===== config.mk =====
export PLATFORM = sky130hd
export DESIGN_NAME = qtable_dump_reader
export DESIGN_NICKNAME = d
export VERILOG_FILES = /design/src/rtl/qlearn_pkg.sv /design/src/rtl/qmax4_argmax.sv /design/src/rtl/qtable_dump_reader.sv
export SDC_FILE = /design/constraint.sdc
export NUM_CORES = 1
export LEC_CHECK = 0
export CORE_ASPECT_RATIO = 1.1
export CORE_MARGIN = 10
export CORE_UTILIZATION = 55
export DETAILED_ROUTE_END_ITERATION = 10
export PLACE_DENSITY = 0.86
export SKIP_LAST_GASP = 1
export SLEW_MARGIN = 20
export SYNTH_ARGS = -nofsm -noshare
export SYNTH_HDL_FRONTEND = slang
export SYNTH_SLANG_ARGS = --single-unit

===== constraint.sdc =====
create_clock -name clk -period 5.6 [get_ports clk]
set_input_delay 1.12 -clock clk [delete_from_list [all_inputs] [get_ports clk]]
set_output_delay 1.12 -clock clk [all_outputs]
set_load 0.02 [all_outputs]

===== src/rtl/qlearn_pkg.sv =====
// qlearn_pkg
// Shared constants and types for the Q-learning datapath blocks.
//   NUM_ACTIONS   : number of actions (one action RAM per action)
//   KIND_Q        : out_kind value for a beat carrying one Q value
//   KIND_POLICY   : out_kind value for a beat carrying the greedy action
//   FINISH_STATE  : index of the last state in the default 100-state table
//   LAST_BEAT     : beat index of the per-state policy beat
//   dump_state_t  : FSM encoding used by the Q-table dump reader
package qlearn_pkg;

   localparam int NUM_ACTIONS  = 4;
   localparam int FINISH_STATE = 99;
   localparam int LAST_BEAT    = NUM_ACTIONS;

   localparam logic KIND_Q      = 1'b0;
   localparam logic KIND_POLICY = 1'b1;

   typedef enum logic [1:0] {
      ST_IDLE = 2'd0,
      ST_LOAD = 2'd1,
      ST_EMIT = 2'd2,
      ST_FIN  = 2'd3
   } dump_state_t;

endpackage


===== src/rtl/qmax4_argmax.sv =====
// qmax4_argmax
// Combinational signed maximum and argmax over four Q values.
// Ties resolve to the lowest action index, matching the greedy action
// selection order used elsewhere in the Q-learning core.
// Ports:
//   q0..q3  : signed Q values for actions 0..3
//   max_val : largest of q0..q3 (full width, no saturation)
//   max_idx : index of the first action holding max_val
module qmax4_argmax #(
   parameter int DATA_W = 16
) (
   input  logic signed [DATA_W-1:0] q0,
   input  logic signed [DATA_W-1:0] q1,
   input  logic signed [DATA_W-1:0] q2,
   input  logic signed [DATA_W-1:0] q3,
   output logic signed [DATA_W-1:0] max_val,
   output logic        [1:0]        max_idx
);

   logic signed [DATA_W-1:0] lo_val;
   logic signed [DATA_W-1:0] hi_val;
   logic        [1:0]        lo_idx;
   logic        [1:0]        hi_idx;

   // Two-level tournament. Every comparison is strict greater-than so the
   // lower-indexed contender survives a tie, and the low pair (0/1) beats
   // the high pair (2/3) on an equal maximum.
   always_comb begin
      lo_val  = q0;
      lo_idx  = 2'd0;
      hi_val  = q2;
      hi_idx  = 2'd2;
      if (q1 > q0) begin
         lo_val = q1;
         lo_idx = 2'd1;
      end
      if (q3 > q2) begin
         hi_val = q3;
         hi_idx = 2'd3;
      end
      max_val = lo_val;
      max_idx = lo_idx;
      if (hi_val > lo_val) begin
         max_val = hi_val;
         max_idx = hi_idx;
      end
   end

endmodule


===== src/rtl/qtable_dump_reader.sv =====
// qtable_dump_reader
// Scans Q-table states 0..NUM_STATES-1, reads all four action RAMs for each
// state and streams four Q beats plus one greedy-policy beat per state over
// a valid/ready port. freeze holds the control unit off RAM writes for the
// whole scan so the dump is a consistent snapshot.
// Ports:
//   clk, rst           : clock, synchronous active-high reset
//   start              : scan request, sampled only while idle
//   busy / freeze      : scan in progress (identical signals)
//   done               : one-cycle pulse after the final beat is accepted
//   rd_addr            : shared read address to the four action RAMs
//   q0_in..q3_in       : combinational RAM read data for actions 0..3
//   out_valid/out_ready: output handshake
//   out_data           : Q value, or max Q on a policy beat
//   out_state          : state index of the beat
//   out_act            : action index, or greedy action on a policy beat
//   out_kind           : 0 = Q beat, 1 = policy beat
//   out_last           : final policy beat of the scan
module qtable_dump_reader
   import qlearn_pkg::*;
#(
   parameter int NUM_STATES = FINISH_STATE + 1,
   parameter int ADDR_W     = 8,
   parameter int DATA_W     = 16
) (
   input  logic                     clk,
   input  logic                     rst,
   input  logic                     start,
   output logic                     busy,
   output logic                     freeze,
   output logic                     done,
   output logic        [ADDR_W-1:0] rd_addr,
   input  logic signed [DATA_W-1:0] q0_in,
   input  logic signed [DATA_W-1:0] q1_in,
   input  logic signed [DATA_W-1:0] q2_in,
   input  logic signed [DATA_W-1:0] q3_in,
   output logic                     out_valid,
   input  logic                     out_ready,
   output logic signed [DATA_W-1:0] out_data,
   output logic        [ADDR_W-1:0] out_state,
   output logic        [1:0]        out_act,
   output logic                     out_kind,
   output logic                     out_last
);

   localparam logic [ADDR_W-1:0] LAST_STATE = ADDR_W'(NUM_STATES - 1);
   localparam logic [2:0]        POL_BEAT   = 3'(LAST_BEAT);

   dump_state_t              state;
   logic        [ADDR_W-1:0] state_cnt;
   logic        [2:0]        beat_idx;
   logic signed [DATA_W-1:0] snap [NUM_ACTIONS];
   logic signed [DATA_W-1:0] max_r;
   logic        [1:0]        idx_r;
   logic signed [DATA_W-1:0] max_c;
   logic        [1:0]        idx_c;
   logic                     handshake;

   // The argmax looks straight at the RAM read data so its result is ready
   // to be captured at the same edge as the snapshot at the end of LOAD.
   qmax4_argmax #(
      .DATA_W (DATA_W)
   ) u_argmax (
      .q0      (q0_in),
      .q1      (q1_in),
      .q2      (q2_in),
      .q3      (q3_in),
      .max_val (max_c),
      .max_idx (idx_c)
   );

   assign handshake = out_valid && out_ready;
   assign freeze    = busy;

   // Scan sequencer. rd_addr is loaded on the way into LOAD so the RAMs
   // present the row for the whole LOAD cycle; the row and its argmax are
   // captured at the end of LOAD and then replayed beat by beat. Every
   // out_* register only changes on a handshake, which keeps the beat
   // stable under backpressure. A start seen outside IDLE falls through.
   always_ff @(posedge clk) begin
      if (rst) begin
         state     <= ST_IDLE;
         state_cnt <= '0;
         beat_idx  <= '0;
         busy      <= 1'b0;
         done      <= 1'b0;
         rd_addr   <= '0;
         out_valid <= 1'b0;
         out_data  <= '0;
         out_state <= '0;
         out_act   <= '0;
         out_kind  <= KIND_Q;
         out_last  <= 1'b0;
         max_r     <= '0;
         idx_r     <= '0;
         for (int i = 0; i < NUM_ACTIONS; i++) begin
            snap[i] <= '0;
         end
      end else begin
         case (state)
            ST_IDLE: begin
               if (start) begin
                  state     <= ST_LOAD;
                  state_cnt <= '0;
                  rd_addr   <= '0;
                  busy      <= 1'b1;
               end
            end

            ST_LOAD: begin
               snap[0]   <= q0_in;
               snap[1]   <= q1_in;
               snap[2]   <= q2_in;
               snap[3]   <= q3_in;
               max_r     <= max_c;
               idx_r     <= idx_c;
               beat_idx  <= '0;
               out_valid <= 1'b1;
               out_data  <= q0_in;
               out_state <= state_cnt;
               out_act   <= 2'd0;
               out_kind  <= KIND_Q;
               out_last  <= 1'b0;
               state     <= ST_EMIT;
            end

            ST_EMIT: begin
               if (handshake) begin
                  if (beat_idx == POL_BEAT) begin
                     out_valid <= 1'b0;
                     out_kind  <= KIND_Q;
                     out_last  <= 1'b0;
                     if (state_cnt == LAST_STATE) begin
                        state <= ST_FIN;
                        done  <= 1'b1;
                     end else begin
                        state_cnt <= state_cnt + ADDR_W'(1);
                        rd_addr   <= state_cnt + ADDR_W'(1);
                        state     <= ST_LOAD;
                     end
                  end else if (beat_idx == POL_BEAT - 3'd1) begin
                     beat_idx <= POL_BEAT;
                     out_data <= max_r;
                     out_act  <= idx_r;
                     out_kind <= KIND_POLICY;
                     out_last <= (state_cnt == LAST_STATE);
                  end else begin
                     beat_idx <= beat_idx + 3'd1;
                     out_data <= snap[beat_idx[1:0] + 2'd1];
                     out_act  <= beat_idx[1:0] + 2'd1;
                  end
               end
            end

            ST_FIN: begin
               done  <= 1'b0;
               busy  <= 1'b0;
               state <= ST_IDLE;
            end

            default: begin
               state <= ST_IDLE;
            end
         endcase
      end
   end

endmodule


==> results <==
- The run finished with clean final reports.
- The maximum fanout along the worst path is 26.
- The worst-case clock buffer depth is 2.
- The total track usage is between 20% and 30%.
- In this run, the number of DRC markers left after iteration 0 of detailed routing was 459.
- The number of buffers created by CTS is 17.
- Among all flip-flop cells after synthesis, the most frequent one is edfxtp_1.
- The final number of setup-violating endpoints is 0.
- In this run the tightest slew margin relative to its limit is between 30% and 40%.
- The initial utilization of the core area, before any placement, comes to 56.64%.
- Once detail routing completed, the nets flagged for antenna violations numbered 0.
- The clock latency on the worst-skew pair is about 0.44 ns.
- The library cell contributing the largest single delay on the critical path is clkdlybuf4s50_1.
- For this design the static power due to leakage is 3.733 nW.
- By startpoint and endpoint, the worst setup path is classified as primary input to flip-flop.
- Setup repair after global routing left no endpoint under its margin.
- The total clock sinks is ~130.
- Clock-pin slew was measured on the worst setup and hold paths at about 0.06 ns.
- The final critical path time including I/O delays and setup is 5.399 ns.
- Row generation in the floorplan step produced between 40 and 50 rows.
- The number of antenna violations at the first check in global routing is 0.
- For the worst flop-to-flop path, the logic depth is 8.
- The via count of the first global-routing pass is around 6500.
- Pin placement for this block handled roughly 110 I/O pins.
- The tightest min-delay check is of the flip-flop to flip-flop type.
- The distinct cell type count after synthesis is 53.
- The netlist area before placement is between 7000 and 8000 µm².
- The largest net degree at the start of global routing is 42.
- The die outline width is 129.0 µm.
- The worst-case clock skew is between 0.008 and 0.009 ns.
- Sorting the synthesized cells by area gives the leading types as edfxtp_1 27%, dfxtp_1 17%, ha_1 9.0%.
- Based on the critical path, the design can be clocked at up to ~0.19 GHz.
- The critical path required time is approximately 5.9 ns.
- The count of final max-slew check failures came to 0.
- The placed wire-length estimate is around 15000 µm.
- The total count of hold-check failures in the final report was 0.
- The number of cells traversed by the worst hold path is 2.
- The tree is rooted in a clkbuf_16.
- The kind of start point of the critical path is a primary input.
- The number of cells upsized or downsized after cts is 0.
- In this run the vertical extent of the chip is approximately 140 µm.
- The endpoint kind of the worst setup timing path is a flip-flop.
- The detailed-routing iteration count for the pre-antenna-repair pass is 5.
- The antenna diode count is 0.
- In this run the cell area measured after placement is approximately 8600 µm².
- The aggregate global routing overflow is 0.
- Using the TritonRoute via totals, the vias-per-cell ratio works out to 6.184.
- The warning count from the yosys run is 0.
- The number of design rule violations left after detail routing is 0.
- The CTS tree is done.
- The register area share after synthesis is a little over two fifths.
- After synthesis, the mean cell area works out to between 10 and 15 µm².
- At the end of the flow the core is filled with cells to ~72%.
- The full die area is between 15000 and 20000 µm².
- The slew at the pin closest to its max-slew limit is 0.9147 ns.
- The area growth from synthesis to layout is 27.99%.
- Across all register-to-register paths, the minimum setup slack is 2.77 ns.
- Walking the worst path, the cells encountered are clkdlybuf4s50_1, inv_1, ha_1, or2b_1, a221oi_1, nor4b_1, nor3_4, buf_12, nor2_1, a21oi_1, ha_1, nand4_1, nor4_1, o21ai_0, a31oi_4, nor3_2, buf_4, a32oi_1, o211ai_1.
- The weighted congestion at the end of routability-driven global placement is between 0.8 and 0.9.
- Of the post-synthesis cell area, the dominant cell type holds approximately a quarter.
- For hold timing, the worst endpoint is idx_r[1]$_SDFFE_PP0N_.
- In this run the critical register-to-register path is captured at out_data[2]$_SDFFE_PP0P_.
- Max-cap violations in this run came to 0.
- The startpoint of the lowest-slack hold path is idx_r[1]$_SDFFE_PP0N_.
- In this run, post-CTS hold repair placed 0 buffers.
- In this design, the stage delay of the slowest critical-path cell is between 0.5 and 0.6 ns.
- The synthesized netlist cell count is between 700 and 800.
- In this run the post-CTS setup repair buffer count came out at 0.
- The via count is approximately 6200.
- The cell family contributing the most delay on the critical path is simple AND/OR/NAND/NOR gates.
- The average routed wire per standard cell is roughly 21 µm.
- Across the VDD grid, the largest voltage drop is between 0.15 and 0.2 mV.
- The core footprint is about 13000 µm².
- With fillers left out, the area of the finished cells amounts to slightly above 9000 µm².
- In this design, the critical path's most frequently occurring cell is ha_1.
- The final sum of negative setup slack is 0 ns.
- The number of nets produced by synthesis is between 800 and 900.
- Counting flops with an async set or reset pin after synthesis yields a share of 0%.
- The H-tree was split into 4 levels.
- The power per cell area is between 200 and 300 nW/µm².
- The synthesized design spends more area on one cell type than any other, namely edfxtp_1.
- The beginning of the worst register-to-register path is beat_idx[0]$_SDFFE_PP0P_.
- After detailed routing, the total wire length is around 21000 µm.
- After synthesis the netlist holds a flip-flop and latch count of around 130.
- The final net count is 950.
- In the final layout, the share of cells above drive strength 1 is between 10% and 20%.
- The critical path contains buffers and inverters numbering 4 combined.
- The final cycle utilization of the critical path is 96.41%.
- The arrival time of the worst setup path is ~5.7 ns.
- The global-route wire length before repair is 33290 µm.
- Input and output buffers added on the ports amount to ~110.
- Counting flops with a built-in enable in the synthesized netlist gives 64.
-- per-layer routing --
layer / vias to the layer above / part of all wire (%) / GRT usage, %
li1: 2854 / - / -
met1: 2988 / 39 / 26.81
met2: 282 / 50 / 40.22
met3: 60 / 7.4 / 5.625
met4: 0 / 3.5 / 11.20
met5: - / 0 / 0
-- cells in the final DEF (no fill, tap or decap), types with 6 or more instances in the layout --
master           Yosys  final
a32oi_1             14     14
nand3_1             18     18
o21ai_0             10     10
nand4_1              9      9
nor2_1              70     68
ha_1                52     52
o211ai_1            16     16
a21oi_1             61     60
dfxtp_1             62     62
a21o_1               7      7
a211oi_1            19     19
xor2_1               6      6
inv_1               56     55
clkbuf_16            0     19
nand2_1             21     21
and2_1              35     35
mux4_2              16     16
buf_4                1     31
nand2b_1             9      9
nor3_1              34     34
clkdlybuf4s50_1      0    106
edfxtp_1            64     64
mux2i_1             32     32
a22o_1              10     10
-- report_power, final --
part           switching, mW  internal [mW]  total [mW]
Clock                  0.444          0.624        1.07
Sequential            0.0269           1.03        1.06
Combinational          0.282          0.228       0.510
-- sequential cells by signal, summed over array words and instances, names as in the netlist, 2 cells and up --
register   flops
beat_idx       3
max_r         16
out_act        2
state_cnt      8
idx_r          2
state          2
snap          64
out_state      8
out_data      16
-- final cells by class --
class	count	area [µm²]
multi-input combinational	485	3651
fill	875	3492
sequential	126	3163
timing repair buffer	144	1414
clock buffer	19	475.5
inverter	56	210.2
tap	157	196.4
clock inverter	13	95.09
-- Yosys cell counts, types with 19 or more instances --
| cell | instances |
|---|---|
| nor2_1 | 70 |
| edfxtp_1 | 64 |
| dfxtp_1 | 62 |
| a21oi_1 | 61 |
| inv_1 | 56 |
| ha_1 | 52 |
| and2_1 | 35 |
| nor3_1 | 34 |
| mux2i_1 | 32 |
| clkbuf_1 | 29 |
| nand2_1 | 21 |
| a211oi_1 | 19 |
-- worst register-to-register path, delay by kind of cell (launching register included) --
| kind | cells | cell delay (ns) |
|---|---|---|
| simple gates | 1 | 0.11 |
| mux | 2 | 0.44 |
| fa+ha+maj | 1 | 0.91 |
| compound gates | 2 | 0.54 |
| buf+inv | 2 | 0.47 |
| flops | 1 | 0.31 |
-- metrics by stage --
step | total power, mW | hold WS, ns | cells | setup slack [ns]
final | 2.636 | 0.4510 | 1000 | 0.2010
after CTS | 2.632 | 0.4513 | 999 | 0.2883
after floorplan | 1.361 | 0.4227 | 711 | 0.7937
after global placement | 1.553 | 0.4334 | 967 | 0.1043
after global routing | 2.723 | 0.4972 | 1000 | 0.005747
after detailed placement | 1.573 | 0.4403 | 967 | -0.1273
-- cell families (layout without fill, tap and decap cells) --
family	count (synthesis)	in the layout	synth area share (%)
AO/OA/AOI/OAI	151	151	14.35
XOR/XNOR	6	6	0.7307
adder cells (fa/ha/maj)	52	52	9.047
buffers and inverters	100	232	5.602
flip-flops	126	126	43.98
multiplexers	52	52	10.25
AND/OR/NAND/NOR	224	224	16.04
-- worst max-delay path by stage --
stage | depth (start not counted) | to | startpoint | slack [ns]
after floorplan | 18 | max_r[10]$_SDFFE_PP0N_ | q0_in[14] | 0.79
after global placement | 20 | max_r[10]$_SDFFE_PP0N_ | q0_in[7] | 0.10
after detailed placement | 19 | max_r[1]$_SDFFE_PP0N_ | q0_in[15] | -0.13
after CTS | 19 | max_r[0]$_SDFFE_PP0N_ | q0_in[15] | 0.29
after global routing | 20 | max_r[0]$_SDFFE_PP0N_ | q0_in[5] | 0.006
final | 19 | max_r[0]$_SDFFE_PP0N_ | q0_in[15] | 0.20
(Power assumes the default switching activity.)
